[src/rtl/touch_pkg.sv]
// -----------------------------------------------------------------------------
// touch_pkg
// Shared types for the touch scan controller: per-channel FSM state encoding,
// event codes, the {chan, code} event record and a channel-index width helper.
// -----------------------------------------------------------------------------
package touch_pkg;

  // Widest channel index needed for the largest supported channel count (16).
  localparam int MAX_CH_W = 4;

  typedef enum logic [2:0] {
    ST_IDLE      = 3'd0,
    ST_PRESS_DB  = 3'd1,
    ST_HELD      = 3'd2,
    ST_LONG_HELD = 3'd3,
    ST_REL_DB    = 3'd4
  } chan_state_e;

  typedef enum logic [1:0] {
    EVT_NONE    = 2'd0,
    EVT_PRESS   = 2'd1,
    EVT_LONG    = 2'd2,
    EVT_RELEASE = 2'd3
  } evt_code_e;

  typedef struct packed {
    logic [MAX_CH_W-1:0] chan;
    evt_code_e           code;
  } evt_t;

  // Channel index width; a single channel still gets a 1-bit index.
  function automatic int chan_w(int n);
    return (n > 1) ? $clog2(n) : 1;
  endfunction

endpackage

[src/rtl/touch_scan_ctrl_if.sv]
// -----------------------------------------------------------------------------
// touch_scan_ctrl_if
// Event handshake between the scan controller (master) and its consumer (slave).
//   evt_valid  master->slave  event available
//   evt_ready  slave->master  consumer takes the event when evt_valid is high
//   evt_chan   master->slave  channel index of the event
//   evt_code   master->slave  PRESS=1, LONG=2, RELEASE=3
// -----------------------------------------------------------------------------
interface touch_scan_ctrl_if
  import touch_pkg::*;
#(
  parameter int NCH = 4
);
  localparam int CHW = chan_w(NCH);

  logic           evt_valid;
  logic           evt_ready;
  logic [CHW-1:0] evt_chan;
  logic [1:0]     evt_code;

  modport master (output evt_valid, evt_chan, evt_code, input  evt_ready);
  modport slave  (input  evt_valid, evt_chan, evt_code, output evt_ready);

endinterface

[src/rtl/touch_chan_fsm.sv]
// -----------------------------------------------------------------------------
// touch_chan_fsm
// One touch channel: 2-flop synchronizer, press/release debounce and long-press
// timing. Emits a one-cycle event code in the cycle before the edge on which the
// corresponding state transition happens, so the parent can capture it on
// that same edge.
//   clk, rst_n   clock, asynchronous active-low reset
//   raw_i        asynchronous raw sensor level (1 = touched)
//   en_i         channel enable; low forces IDLE and suppresses events
//   touched_o    debounced touch state
//   evt_code_o   event raised by the pending transition (EVT_NONE otherwise)
// -----------------------------------------------------------------------------
module touch_chan_fsm
  import touch_pkg::*;
#(
  parameter int DEBOUNCE_CYC = 4,
  parameter int LONG_CYC     = 16
) (
  input  logic      clk,
  input  logic      rst_n,
  input  logic      raw_i,
  input  logic      en_i,
  output logic      touched_o,
  output evt_code_e evt_code_o
);

  localparam int DB_W   = $clog2(DEBOUNCE_CYC + 1);
  localparam int HOLD_W = $clog2(LONG_CYC + 1);

  localparam logic [DB_W-1:0]   DB_ONE    = DB_W'(1);
  localparam logic [DB_W-1:0]   DB_LAST   = DB_W'(DEBOUNCE_CYC - 1);
  localparam logic [HOLD_W-1:0] HOLD_ONE  = HOLD_W'(1);
  localparam logic [HOLD_W-1:0] HOLD_LAST = HOLD_W'(LONG_CYC - 1);

  logic              sync_meta_q, sync_q;
  chan_state_e       state_q, state_d;
  logic [DB_W-1:0]   db_cnt_q, db_cnt_d;
  logic [HOLD_W-1:0] hold_cnt_q, hold_cnt_d;
  logic              long_q, long_d;   // LONG already raised for this press

  // NOTE: sequential state uses non-blocking (<=) so every flop samples
  // pre-edge values; combinational blocks use blocking (=).
  always_ff @(posedge clk or negedge rst_n) begin
    if (!rst_n) begin
      sync_meta_q <= 1'b0;
      sync_q      <= 1'b0;
      state_q     <= ST_IDLE;
      db_cnt_q    <= '0;
      hold_cnt_q  <= '0;
      long_q      <= 1'b0;
    end else begin
      sync_meta_q <= raw_i;
      sync_q      <= sync_meta_q;
      state_q     <= state_d;
      db_cnt_q    <= db_cnt_d;
      hold_cnt_q  <= hold_cnt_d;
      long_q      <= long_d;
    end
  end

  // NOTE: every output of this block is given a default first, so no path
  // leaves a variable unassigned and no latch is inferred.
  always_comb begin
    state_d    = state_q;
    db_cnt_d   = db_cnt_q;
    hold_cnt_d = hold_cnt_q;
    long_d     = long_q;
    evt_code_o = EVT_NONE;

    if (!en_i) begin
      state_d    = ST_IDLE;
      db_cnt_d   = '0;
      hold_cnt_d = '0;
      long_d     = 1'b0;
    end else begin
      unique case (state_q)
        ST_IDLE: begin
          if (sync_q) begin
            state_d  = ST_PRESS_DB;
            db_cnt_d = DB_ONE;
          end
        end
        ST_PRESS_DB: begin
          if (!sync_q) begin
            state_d  = ST_IDLE;
            db_cnt_d = '0;
          end else if (db_cnt_q == DB_LAST) begin
            // This sample is the DEBOUNCE_CYC-th consecutive high one.
            state_d    = ST_HELD;
            db_cnt_d   = '0;
            hold_cnt_d = '0;
            evt_code_o = EVT_PRESS;
          end else begin
            db_cnt_d = db_cnt_q + DB_ONE;
          end
        end
        ST_HELD: begin
          if (!sync_q) begin
            state_d  = ST_REL_DB;
            db_cnt_d = DB_ONE;
          end else if (hold_cnt_q == HOLD_LAST) begin
            state_d    = ST_LONG_HELD;
            long_d     = 1'b1;
            evt_code_o = EVT_LONG;
          end else begin
            hold_cnt_d = hold_cnt_q + HOLD_ONE;
          end
        end
        ST_LONG_HELD: begin
          if (!sync_q) begin
            state_d  = ST_REL_DB;
            db_cnt_d = DB_ONE;
          end
        end
        ST_REL_DB: begin
          if (sync_q) begin
            // Release glitch: resume where we left off, hold count untouched.
            state_d  = long_q ? ST_LONG_HELD : ST_HELD;
            db_cnt_d = '0;
          end else if (db_cnt_q == DB_LAST) begin
            state_d    = ST_IDLE;
            db_cnt_d   = '0;
            hold_cnt_d = '0;
            long_d     = 1'b0;
            evt_code_o = EVT_RELEASE;
          end else begin
            db_cnt_d = db_cnt_q + DB_ONE;
          end
        end
        default: begin
          state_d = ST_IDLE;
        end
      endcase
    end
  end

  assign touched_o = (state_q == ST_HELD) || (state_q == ST_LONG_HELD) ||
                     (state_q == ST_REL_DB);

endmodule

[src/rtl/touch_scan_ctrl.sv]
// -----------------------------------------------------------------------------
// touch_scan_ctrl
// Multi-channel touch scanner. Each channel runs a touch_chan_fsm; raised events
// land in a 1-entry pending slot per channel, and a round-robin arbiter moves
// them into a single valid/ready output register.
//   clk, rst_n   clock, asynchronous active-low reset
//   touch_raw    asynchronous raw sensor levels (1 = touched)
//   ch_en        per-channel enable
//   touched      debounced touch state per channel
//   ovf          sticky: an event was dropped because its slot was full
//   clr_ovf      synchronous clear of ovf (a same-cycle drop wins)
//   evt          event handshake (master side)
// -----------------------------------------------------------------------------
module touch_scan_ctrl
  import touch_pkg::*;
#(
  parameter int NCH          = 4,
  parameter int DEBOUNCE_CYC = 4,
  parameter int LONG_CYC     = 16
) (
  input  logic                  clk,
  input  logic                  rst_n,
  input  logic [NCH-1:0]        touch_raw,
  input  logic [NCH-1:0]        ch_en,
  output logic [NCH-1:0]        touched,
  output logic                  ovf,
  input  logic                  clr_ovf,
  touch_scan_ctrl_if.master     evt
);

  localparam int CHW = chan_w(NCH);

  evt_code_e      ch_evt [NCH];

  logic [NCH-1:0] pend_valid_q, pend_valid_d;
  evt_code_e      pend_code_q [NCH];
  evt_code_e      pend_code_d [NCH];

  logic           out_valid_q, out_valid_d;
  evt_t           out_q, out_d;
  logic [CHW-1:0] last_grant_q, last_grant_d;
  logic           ovf_q, ovf_d;

  logic           load;
  logic           grant_any;
  logic [CHW-1:0] grant_idx;
  logic [CHW-1:0] scan_idx;
  logic [NCH-1:0] grant_vec;
  logic           drop;

  for (genvar g = 0; g < NCH; g++) begin : g_chan
    touch_chan_fsm #(
      .DEBOUNCE_CYC (DEBOUNCE_CYC),
      .LONG_CYC     (LONG_CYC)
    ) u_chan (
      .clk        (clk),
      .rst_n      (rst_n),
      .raw_i      (touch_raw[g]),
      .en_i       (ch_en[g]),
      .touched_o  (touched[g]),
      .evt_code_o (ch_evt[g])
    );
  end

  // Channel index `step` positions after `base`, wrapping at NCH.
  function automatic logic [CHW-1:0] rr_step(logic [CHW-1:0] base, int step);
    int sum;
    sum = int'(base) + step;
    if (sum >= NCH) sum = sum - NCH;
    return CHW'(sum);
  endfunction

  // Arbiter: the output register takes a new event when it is empty or its
  // current one is being consumed; scan starts just after the last grant.
  always_comb begin
    load      = !out_valid_q || evt.evt_ready;
    grant_any = 1'b0;
    grant_idx = '0;
    scan_idx  = '0;
    grant_vec = '0;
    if (load) begin
      for (int k = 1; k <= NCH; k++) begin
        scan_idx = rr_step(last_grant_q, k);
        if (!grant_any && pend_valid_q[scan_idx]) begin
          grant_any = 1'b1;
          grant_idx = scan_idx;
        end
      end
    end
    if (grant_any) grant_vec[grant_idx] = 1'b1;
  end

  // Pending slots: a slot emptied by this edge's grant can take a new event
  // from the same channel on that edge; an occupied, ungranted slot drops it.
  always_comb begin
    pend_valid_d = pend_valid_q;
    pend_code_d  = pend_code_q;
    drop         = 1'b0;
    for (int i = 0; i < NCH; i++) begin
      if (grant_vec[i]) pend_valid_d[i] = 1'b0;
      if (ch_evt[i] != EVT_NONE) begin
        if (pend_valid_q[i] && !grant_vec[i]) begin
          drop = 1'b1;
        end else begin
          pend_valid_d[i] = 1'b1;
          pend_code_d[i]  = ch_evt[i];
        end
      end
    end
  end

  // Output register and sticky overflow.
  always_comb begin
    out_valid_d  = out_valid_q;
    out_d        = out_q;
    last_grant_d = last_grant_q;
    if (load) begin
      out_valid_d = grant_any;
      if (grant_any) begin
        out_d.chan   = MAX_CH_W'(grant_idx);
        out_d.code   = pend_code_q[grant_idx];
        last_grant_d = grant_idx;
      end
    end
    ovf_d = ovf_q;
    if (clr_ovf) ovf_d = 1'b0;
    if (drop)    ovf_d = 1'b1;
  end

  // NOTE: the pending slots form a small register array that is reset
  // element by element, because a queued event must not survive reset;
  // large data memories would normally be left unreset.
  always_ff @(posedge clk or negedge rst_n) begin
    if (!rst_n) begin
      pend_valid_q <= '0;
      for (int i = 0; i < NCH; i++) pend_code_q[i] <= EVT_NONE;
      out_valid_q  <= 1'b0;
      out_q        <= '0;
      last_grant_q <= CHW'(NCH - 1);
      ovf_q        <= 1'b0;
    end else begin
      pend_valid_q <= pend_valid_d;
      for (int i = 0; i < NCH; i++) pend_code_q[i] <= pend_code_d[i];
      out_valid_q  <= out_valid_d;
      out_q        <= out_d;
      last_grant_q <= last_grant_d;
      ovf_q        <= ovf_d;
    end
  end

  assign evt.evt_valid = out_valid_q;
  assign evt.evt_chan  = out_q.chan[CHW-1:0];
  assign evt.evt_code  = out_q.code;
  assign ovf           = ovf_q;

endmodule

[src/flat_wrapper.sv]
// flat-port wrapper written by rule: the top's interface ports become plain ports
module touch_scan_ctrl_flat import touch_pkg::*;
#(
  parameter int NCH          = 4,
  parameter int DEBOUNCE_CYC = 4,
  parameter int LONG_CYC     = 16
)
  (clk, rst_n, touch_raw, ch_en, touched, ovf, clr_ovf, evt_evt_valid, evt_evt_chan, evt_evt_code, evt_evt_ready);
  touch_scan_ctrl_if #(.NCH(NCH)) evt_i ();
  input  logic clk;
  input  logic rst_n;
  input  logic [NCH-1:0] touch_raw;
  input  logic [NCH-1:0] ch_en;
  output logic [NCH-1:0] touched;
  output logic ovf;
  input  logic clr_ovf;
  output wire logic [$bits(evt_i.evt_valid)-1:0] evt_evt_valid;
  output wire logic [$bits(evt_i.evt_chan)-1:0] evt_evt_chan;
  output wire logic [$bits(evt_i.evt_code)-1:0] evt_evt_code;
  input wire logic [$bits(evt_i.evt_ready)-1:0] evt_evt_ready;
  assign evt_evt_valid = evt_i.evt_valid;
  assign evt_evt_chan = evt_i.evt_chan;
  assign evt_evt_code = evt_i.evt_code;
  assign evt_i.evt_ready = evt_evt_ready;
  touch_scan_ctrl #(.NCH(NCH), .DEBOUNCE_CYC(DEBOUNCE_CYC), .LONG_CYC(LONG_CYC)) u_core (.clk(clk), .rst_n(rst_n), .touch_raw(touch_raw), .ch_en(ch_en), .touched(touched), .ovf(ovf), .clr_ovf(clr_ovf), .evt(evt_i));
endmodule
[config.mk]
export PLATFORM = sky130hd
export DESIGN_NAME = touch_scan_ctrl_flat
export DESIGN_NICKNAME = d
export VERILOG_FILES = /design/src/rtl/touch_pkg.sv /design/src/rtl/touch_scan_ctrl_if.sv /design/src/rtl/touch_chan_fsm.sv /design/src/rtl/touch_scan_ctrl.sv /design/src/flat_wrapper.sv
export SDC_FILE = /design/constraint.sdc
export NUM_CORES = 1
export LEC_CHECK = 0
export BUFFER_PORTS_ARGS = -buffer_cell sky130_fd_sc_hd__buf_2
export CORE_UTILIZATION = 55
export CTS_CLUSTER_DIAMETER = 50
export DETAILED_ROUTE_END_ITERATION = 6
export PLACE_DENSITY_LB_ADDON = 0.2
export SYNTH_ARGS = -nofsm -noshare
export SYNTH_HDL_FRONTEND = slang
export SYNTH_SLANG_ARGS = --single-unit
[constraint.sdc]
create_clock -name clk -period 2 [get_ports clk]
set_input_delay 0.2 -clock clk [delete_from_list [all_inputs] [get_ports clk]]
set_output_delay 0.2 -clock clk [all_outputs]
set_load 0.05 [all_outputs]
# Yosys cells after proc, flatten, opt, wreduce, memory -nomap -nowiden
# Index checks and enable logic that the tools add are counted.
word_totals:
  ff_bits: 76
  out_inout_bits: 10
  elab_cells: 418
  input_bits: 12
op_classes:
  bitwise_logic: 5
  eq_ne: 84
  addsub: 16
  magnitude_cmp: 11
  reduce_logical: 59
  muxes: 209
op_table:
  columns: ["op", "n"]
  rows:
  - ["2-to-1 mux 3 bit", 56]
  - ["2-to-1 mux 5 bit", 24]
  - ["!= test 3 bit (second input constant)", 36]
  - ["2-to-1 mux 2 bit", 35]
  - ["2-to-1 mux 1 bit", 67]
  - ["one-hot mux 3 bit (5 select lines)", 4]
  - ["one-hot mux 5 bit (3 select lines)", 4]
  - ["AND reduction 5 bit", 12]
  - ["!= test 4 bit (second input constant)", 12]
  - ["one-hot mux 3 bit (4 select lines)", 4]
  - ["equality test 3 x 2 -> 1 bit (second input constant)", 12]
  - ["one-hot mux 2 bit (3 select lines)", 4]
  - ["adder 5 x 1 -> 5 bit (second input constant)", 4]
  - ["equality test 5 x 4 -> 1 bit (second input constant)", 4]
  - ["!= test 5 x 2 -> 1 bit (second input constant)", 4]
  - ["!= test 4 x 1 -> 1 bit (second input constant)", 4]
  - ["< comparator 2 x 3 -> 1 bit (second input constant)", 5]
  - ["adder 3 x 1 -> 3 bit (second input constant)", 4]
  - ["equality test 3 x 1 -> 1 bit (second input constant)", 4]
  - ["equality test 3 bit (second input constant)", 4]
  - ["greater-or-equal comparator 3 bit (second input constant)", 4]
  - ["logical NOT 3 bit", 4]
  - ["!= test 3 x 1 -> 1 bit (second input constant)", 4]
  - ["AND reduction 3 bit", 4]
  - ["19 further kinds", 65]

# Logic depth before layout (Yosys ltp)
depth:
  word_depth: 36
  mapped_depth: 10
  depth_no_buf: 10

# Hierarchy
# Synthesis repeated with hierarchy kept, for this count alone.
unflattened:
  hier_cells: 484
  area_unflattened_um2: 4690.7
modules_own_cells:
  columns: ["module", "seq_area_each_um2", "area_per_inst_um2", "cells_per_inst", "instances"]
  rows:
  - ["touch_scan_ctrl", 503.0, 1056.0, 101, 1]
  - ["touch_chan_fsm (u_core.g_chan[0].u_chan)", 350.3, 940.9, 98, 1]
  - ["touch_chan_fsm (u_core.g_chan[3].u_chan)", 350.3, 920.9, 102, 1]
  - ["touch_chan_fsm (u_core.g_chan[2].u_chan)", 350.3, 900.9, 92, 1]
  - ["touch_chan_fsm (u_core.g_chan[1].u_chan)", 350.3, 872.1, 91, 1]

# Worst setup path after synthesis
# No wires, ideal clock.
synth_path:
  path_kind: "reg2reg"
  from: "register u_core.g_chan[1].u_chan.hold_cnt_q[0]"
  to: "register u_core.ovf_q (netlist: u_core.ovf)"
  period_less_slack_ns: 1.824
  path_stages_with_launch: 8
  t_arrival_ns: 1.693
  setup_time_ns: 0.131
  slack_ns: 0.176
  t_required_ns: 1.869
  n_path_buf: 0
  path_cell_list: "dfrtp_1 > ha_1 > and3_1 > ha_1 > nor4b_1 > o21ba_1 > o22ai_1 > or3_1"
synth_between:
  elab_chain_cells: 12
  word_cells_on_any_way: 13
  classes_between: "eq/ne: 1; mux: 10; reduce/logical: 2"
synth_lines:
  columns: ["item", "line", "rtl"]
  rows:
  - ["from (decl)", "touch_chan_fsm.sv:38", "logic [HOLD_W-1:0] hold_cnt_q, hold_cnt_d;"]
  - ["from (signal assigned)", "touch_chan_fsm.sv:56", "hold_cnt_q <= hold_cnt_d;"]
  - ["equality test 5 x 4 -> 1 bit (*)", "touch_chan_fsm.sv:101", "end else if (hold_cnt_q == HOLD_LAST) begin"]
  - ["2-to-1 mux 2 bit (*)", "touch_chan_fsm.sv:101", null]
  - ["2-to-1 mux 2 bit (*)", "touch_chan_fsm.sv:98", "if (!sync_q) begin"]
  - ["one-hot mux 2 bit (3 select lines) (*)", "touch_chan_fsm.sv:76", "unique case (state_q)"]
  - ["2-to-1 mux 2 bit (*)", "touch_chan_fsm.sv:70", "if (!en_i) begin"]
  - ["nonzero test 2 bit (*)", "touch_scan_ctrl.sv:101", "if (ch_evt[i] != EVT_NONE) begin"]
  - ["2-to-1 mux 1 bit (*)", "touch_scan_ctrl.sv:101", null]
  - ["2-to-1 mux 1 bit", "touch_scan_ctrl.sv:102", "if (pend_valid_q[i] && !grant_vec[i]) begin"]
  - ["2-to-1 mux 1 bit (*)", "touch_scan_ctrl.sv:101", null]
  - ["2-to-1 mux 1 bit", "touch_scan_ctrl.sv:102", null]
  - ["2-to-1 mux 1 bit (*)", "touch_scan_ctrl.sv:101", null]
  - ["2-to-1 mux 1 bit / nonzero test 2 bit (equally long branches)", null, null]
  - ["to (signal assigned)", "touch_scan_ctrl.sv:147", "ovf_q <= ovf_d;"]
  - ["to (decl)", "touch_scan_ctrl.sv:42", "logic ovf_q, ovf_d;"]
# Every way passes the cells marked *; elsewhere a longest branch is shown, timed or not.
# A chain may end at the register's enable or synchronous reset.

# Worst setup path in the final report
layout_path:
  from: "register u_core.last_grant_q[1]"
  to: "register u_core.ovf_q (netlist: u_core.ovf)"
layout_between:
  elab_chain_cells: 36
  word_cells_on_any_way: 71
  classes_between: "add/sub: 8; order compare: 6; mux: 41; reduce/logical: 16"
layout_lines:
  columns: ["item", "line", "rtl"]
  rows:
  - ["from (decl)", "touch_scan_ctrl.sv:41", "logic [CHW-1:0] last_grant_q, last_grant_d;"]
  - ["from (signal assigned)", "touch_scan_ctrl.sv:139", "last_grant_q <= CHW'(NCH - 1);"]
  - ["from (signal assigned)", "touch_scan_ctrl.sv:146", "last_grant_q <= last_grant_d;"]
  - ["adder 2 x 1 -> 3 bit", "touch_scan_ctrl.sv:68", "sum = int'(base) + step;"]
  - ["greater-or-equal comparator 3 bit / subtractor 2 x 1 -> 2 bit (equally long branches)", "touch_scan_ctrl.sv:69", "if (sum >= NCH) sum = sum - NCH;"]
  - ["2-to-1 mux 2 bit", "touch_scan_ctrl.sv:69", null]
  - ["2-to-1 mux 2 bit", "touch_scan_ctrl.sv:81", "if (load) begin"]
  - ["binary-select mux 1 bit (select 2 bit)", "touch_scan_ctrl.sv:84", "if (!grant_any && pend_valid_q[scan_idx]) begin"]
  - ["2-to-1 mux 1 bit (implied by the code)", "touch_scan_ctrl.sv:84", null]
  - ["2-to-1 mux 1 bit", "touch_scan_ctrl.sv:84", null]
  - ["2-to-1 mux 1 bit", "touch_scan_ctrl.sv:81", null]
  - ["[20 not listed]", null, null]
  - ["2-to-1 mux 1 bit", "touch_scan_ctrl.sv:101", null]
  - ["2-to-1 mux 1 bit", "touch_scan_ctrl.sv:102", null]
  - ["2-to-1 mux 1 bit", "touch_scan_ctrl.sv:101", null]
  - ["2-to-1 mux 1 bit", "touch_scan_ctrl.sv:102", null]
  - ["2-to-1 mux 1 bit", "touch_scan_ctrl.sv:101", null]
  - ["2-to-1 mux 1 bit", "touch_scan_ctrl.sv:102", null]
  - ["2-to-1 mux 1 bit (*)", "touch_scan_ctrl.sv:101", null]
  - ["2-to-1 mux 1 bit / nonzero test 2 bit (equally long branches)", null, null]
# Every way passes the cells marked *; elsewhere a longest branch is shown, timed or not. The select of a mux whose other input is x is not followed.

==> impl_metrics.ini <==
[run_status]
result_of_the_run = complete, no violations

[power]
static_leakage_nw = 2.40
cellInternalPower_mw = 2.65
sw_frac_of_total_pct = 34.1
clkPwrFrac_pct = 28.7
power_share_of_the_sequential_group_pct = 45.7
power.net_switching_mw = 1.37
power_density_of_the_placed_cells_mw_per_mm2 = 776
share_comb_of_total_power_pct = 25.6
vdd.ir_drop.worst_v = 0.000410

[clock_network]
clock_sink_count = 76
htree_levels = 3
cts.clk_slew.worst_paths_ns = 0.08
cts_made_buffers = 9
clockBufferDepth = 2
clk_latency_ns = 0.35
tritoncts = done
cell_chosen_for_the_clock_root = clkbuf_8

[logic_synthesis]
synth_fp_nets = 530
mappedNetlistArea_mm2 = 0.00445
synth_ff_type = dfrtp_1
asyncSetResetFlopFracSynth_pct = 100
synth_area_leaders = dfrtp_1, nand2_1, o21ai_0
mean_instance_size_in_the_synthesized_netlist_um2 = 8.79
yosys_register_bits = 76
synthDominantCellAreaShare_pct = 41.7
synthMostInstantiatedCell = dfrtp_1
synth_sequential_area_ratio_pct = 42.8
synthesis.instances = 506
synthesis.yosys.warnings = 0
post-synth-top-area-cell = dfrtp_1
yosys-top-cells-count = dfrtp_1, nand2_1, nor2_1, o21ai_0, inv_1
synth.lib_cells_used.distinct = 65
synth_enable_flop_cells = 0

[detailed_routing]
drtPass1Iterations = 4
remaining_drc_errors = 0
drt_wl_total_um = 9410
vias = 3849
detail_route.wl_per_cell_um = 14.3
drtAntennaViolNets = 0
drt_first_iter_violations = 173
drt_via_density = 5.87

[setup_path]
crit_chain = buf_4 > nand2b_1 > a21boi_1 > o21ba_4 > o21ai_4 > o22ai_1 > or3_1
crit_fanout = 4
end_kind = flip-flop
critical_path_required_ns = 2.23
critPathSlowestCell = dfstp_2
timing.setup.critical_path_class = reg2reg
critPathArrivalTime_ns = 2.15
max_incr_delay_on_cp_ns = 0.57
worst_setup_path_start_kind = flip-flop
reg2reg_depth = 7

[timing]
post-route-period-util_pct = 96.2
max_slew.worst_pin.slew_ns = 0.561
slew-limit-headroom_pct = 62.6
drv_slew = 0
worst_clock_skew_ns = 0.0120
hold_viol = 0
fmaxAchievable_ghz = 0.520
setup-tns-final_ns = 0
finish_stage_setup_viols = 0
final.min_clock_period_ns = 1.92

[grt]
first_global_vias = 3665
grt_start_max_net_pins = 43
total_gr_overflow = 0
global_route.usage.total_pct = 24.2
grt_antenna_before_repair = 0
grt_first_pass_wirelength_um = 16400

[final_layout]
final_nets = 573
syn_to_final_growth_pct = 16.6
instances_no_fill = 656
diodes = 0
layout-drive-gt1-share_pct = 19.0

[job]
drv_cap = 0

[floorplanning]
floorplan.io_pins = 22
die_w_um = 91.9
core.rowCount = 32
dieHeight_um = 91.9
initial_core_util_pct = 57.2
die_area_mm2 = 0.00845
fp.coreArea_mm2 = 0.00777

[worst_hold_path]
hold_depth = 4
holdCritPathClass = in2reg

[placement]
placedCellCount = 623
hpwl_um = 6550
portBuffers = 21
gp_congestion = 0.860
==> cells by family (layout without fill, tap and decap cells) <==
family,after synthesis,in the layout,synth area share (%)
adders and majority gates,12,12,3.38
buffers and inverters,58,106,5.29
and+or+nand+nor,197,197,22.5
muxes,12,12,2.76
AOI/OAI and AO/OA,146,146,22.2
DFF,76,76,42.8
xor gates and xnor gates,5,5,0.985
==> worst max-delay path: cells and delay by family (launching register included) <==
kind	cells	cell delay (ns)
AOI/OAI and AO/OA	4	0.63
DFF	1	0.57
and+or+nand+nor	2	0.46
buffers and inverters	1	0.13
==> through the flow <==
stage | utilization (%) | cell area (µm²) | total power, mW | hold slack (ns) | setup slack, ns
after floorplan | - | 4450 | 2.53 | -0.0956 | 0.176
after global placement | 61.0 | 4740 | 2.77 | 0.228 | 0.0883
after detailed placement | 61.0 | 4740 | 2.79 | 0.229 | 0.00505
after CTS | 64.1 | 4980 | 3.97 | 0.141 | 0.00259
after global routing | 66.8 | 5180 | 4.23 | 0.163 | -0.0254
final | 66.8 | 5180 | 4.02 | 0.151 | 0.0757
==> placed cells by master, fill, tap and decap left out, types with 4 or more instances in the layout <==
| master | n |
|---|---|
| dfrtp_1 | 73 |
| nand2_1 | 59 |
| nor2_1 | 37 |
| o21ai_0 | 34 |
| buf_4 | 34 |
| inv_1 | 30 |
| nand2b_1 | 21 |
| a21oi_1 | 21 |
| buf_2 | 20 |
| nor2b_1 | 13 |
| o22ai_1 | 13 |
| nand3_1 | 12 |
| nor3_1 | 11 |
| and3_1 | 10 |
| mux2i_1 | 9 |
| clkbuf_8 | 9 |
| ha_1 | 8 |
| nor3b_1 | 6 |
| and2_1 | 6 |
| a22o_1 | 6 |
| a21boi_1 | 5 |
| o21a_1 | 5 |
| a21boi_0 | 5 |
| dlygate4sd3_1 | 5 |
| o21ai_4 | 4 |
| o21ai_1 | 4 |
| nor4_1 | 4 |
| a21o_1 | 4 |
| clkinv_2 | 4 |
==> final timing paths <==
check                           slack (ns)                                 from                               endpoint
worst max-delay path                  0.08               u_core.last_grant_q[1]                             u_core.ovf
max in group asynchronous             1.05                                rst_n  u_core.g_chan[2].u_chan.hold_cnt_q[4]
worst min-delay path                  0.15                        evt_evt_ready                   u_core.evt.evt_valid
worst min register to register        0.35  u_core.g_chan[0].u_chan.sync_meta_q         u_core.g_chan[0].u_chan.sync_q
worst max register to register        0.08               u_core.last_grant_q[1]                             u_core.ovf
min in group asynchronous             0.37                                rst_n    u_core.g_chan[1].u_chan.db_cnt_q[0]
==> power by group through the flow <==
| stage | Sequential (mW) | Clock [mW] | Combinational [mW] |
|---|---|---|---|
| 4_1_cts | 1.84 | 1.19 | 0.944 |
| 6_report | 1.84 | 1.15 | 1.03 |
| 2_1_floorplan | 1.95 | 0 | 0.583 |
| 3_3_place_gp | 1.86 | 0 | 0.911 |
| 5_1_grt | 1.86 | 1.24 | 1.13 |
| 3_5_place_dp | 1.86 | 0 | 0.930 |
==> final cells by class <==
cell class	instances	area (µm²)
Clock inverter	7	67.6
Timing Repair Buffer	60	425
Inverter	30	113
Clock buffer	9	124
Fill cell	646	2580
Tap cell	102	128
Sequential cell	76	1910
Multi-Input combinational cell	372	2420
==> registers in the layout, indices dropped and copies added, names as in the netlist <==
name                              count
u_core.g_chan.u_chan.hold_cnt_q      20
u_core.evt.evt_valid                  1
u_core.g_chan.u_chan.db_cnt_q        12
u_core.g_chan.u_chan.long_q           4
u_core.pend_code_q                    8
u_core.pend_valid_q                   4
u_core.g_chan.u_chan.state_q         12
u_core.ovf                            1
u_core.evt.evt_chan                   2
u_core.evt.evt_code                   2
u_core.last_grant_q                   2
u_core.g_chan.u_chan.sync_q           4
u_core.g_chan.u_chan.sync_meta_q      4
==> what timing repair did <==
item                                    in CTS  in global routing
pin swaps                                    0                  8
hold buffers                                 5                  0
setup buffers                                0                 12
endpoints found under the hold margin       43                  0
endpoints found under the setup margin       2                 16
gates resized for setup                      1                 24
==> layer usage <==
| metal | vias up | GRT usage (%) | wire [µm] |
|---|---|---|---|
| li1 | 1898 | - | - |
| met1 | 1848 | 32.2 | 4470 |
| met2 | 90 | 39.7 | 4470 |
| met3 | 13 | 4.89 | 329 |
| met4 | 0 | 7.55 | 138 |
| met5 | - | 0 | 0 |
Note: power is estimated with default switching activity, not from simulation.
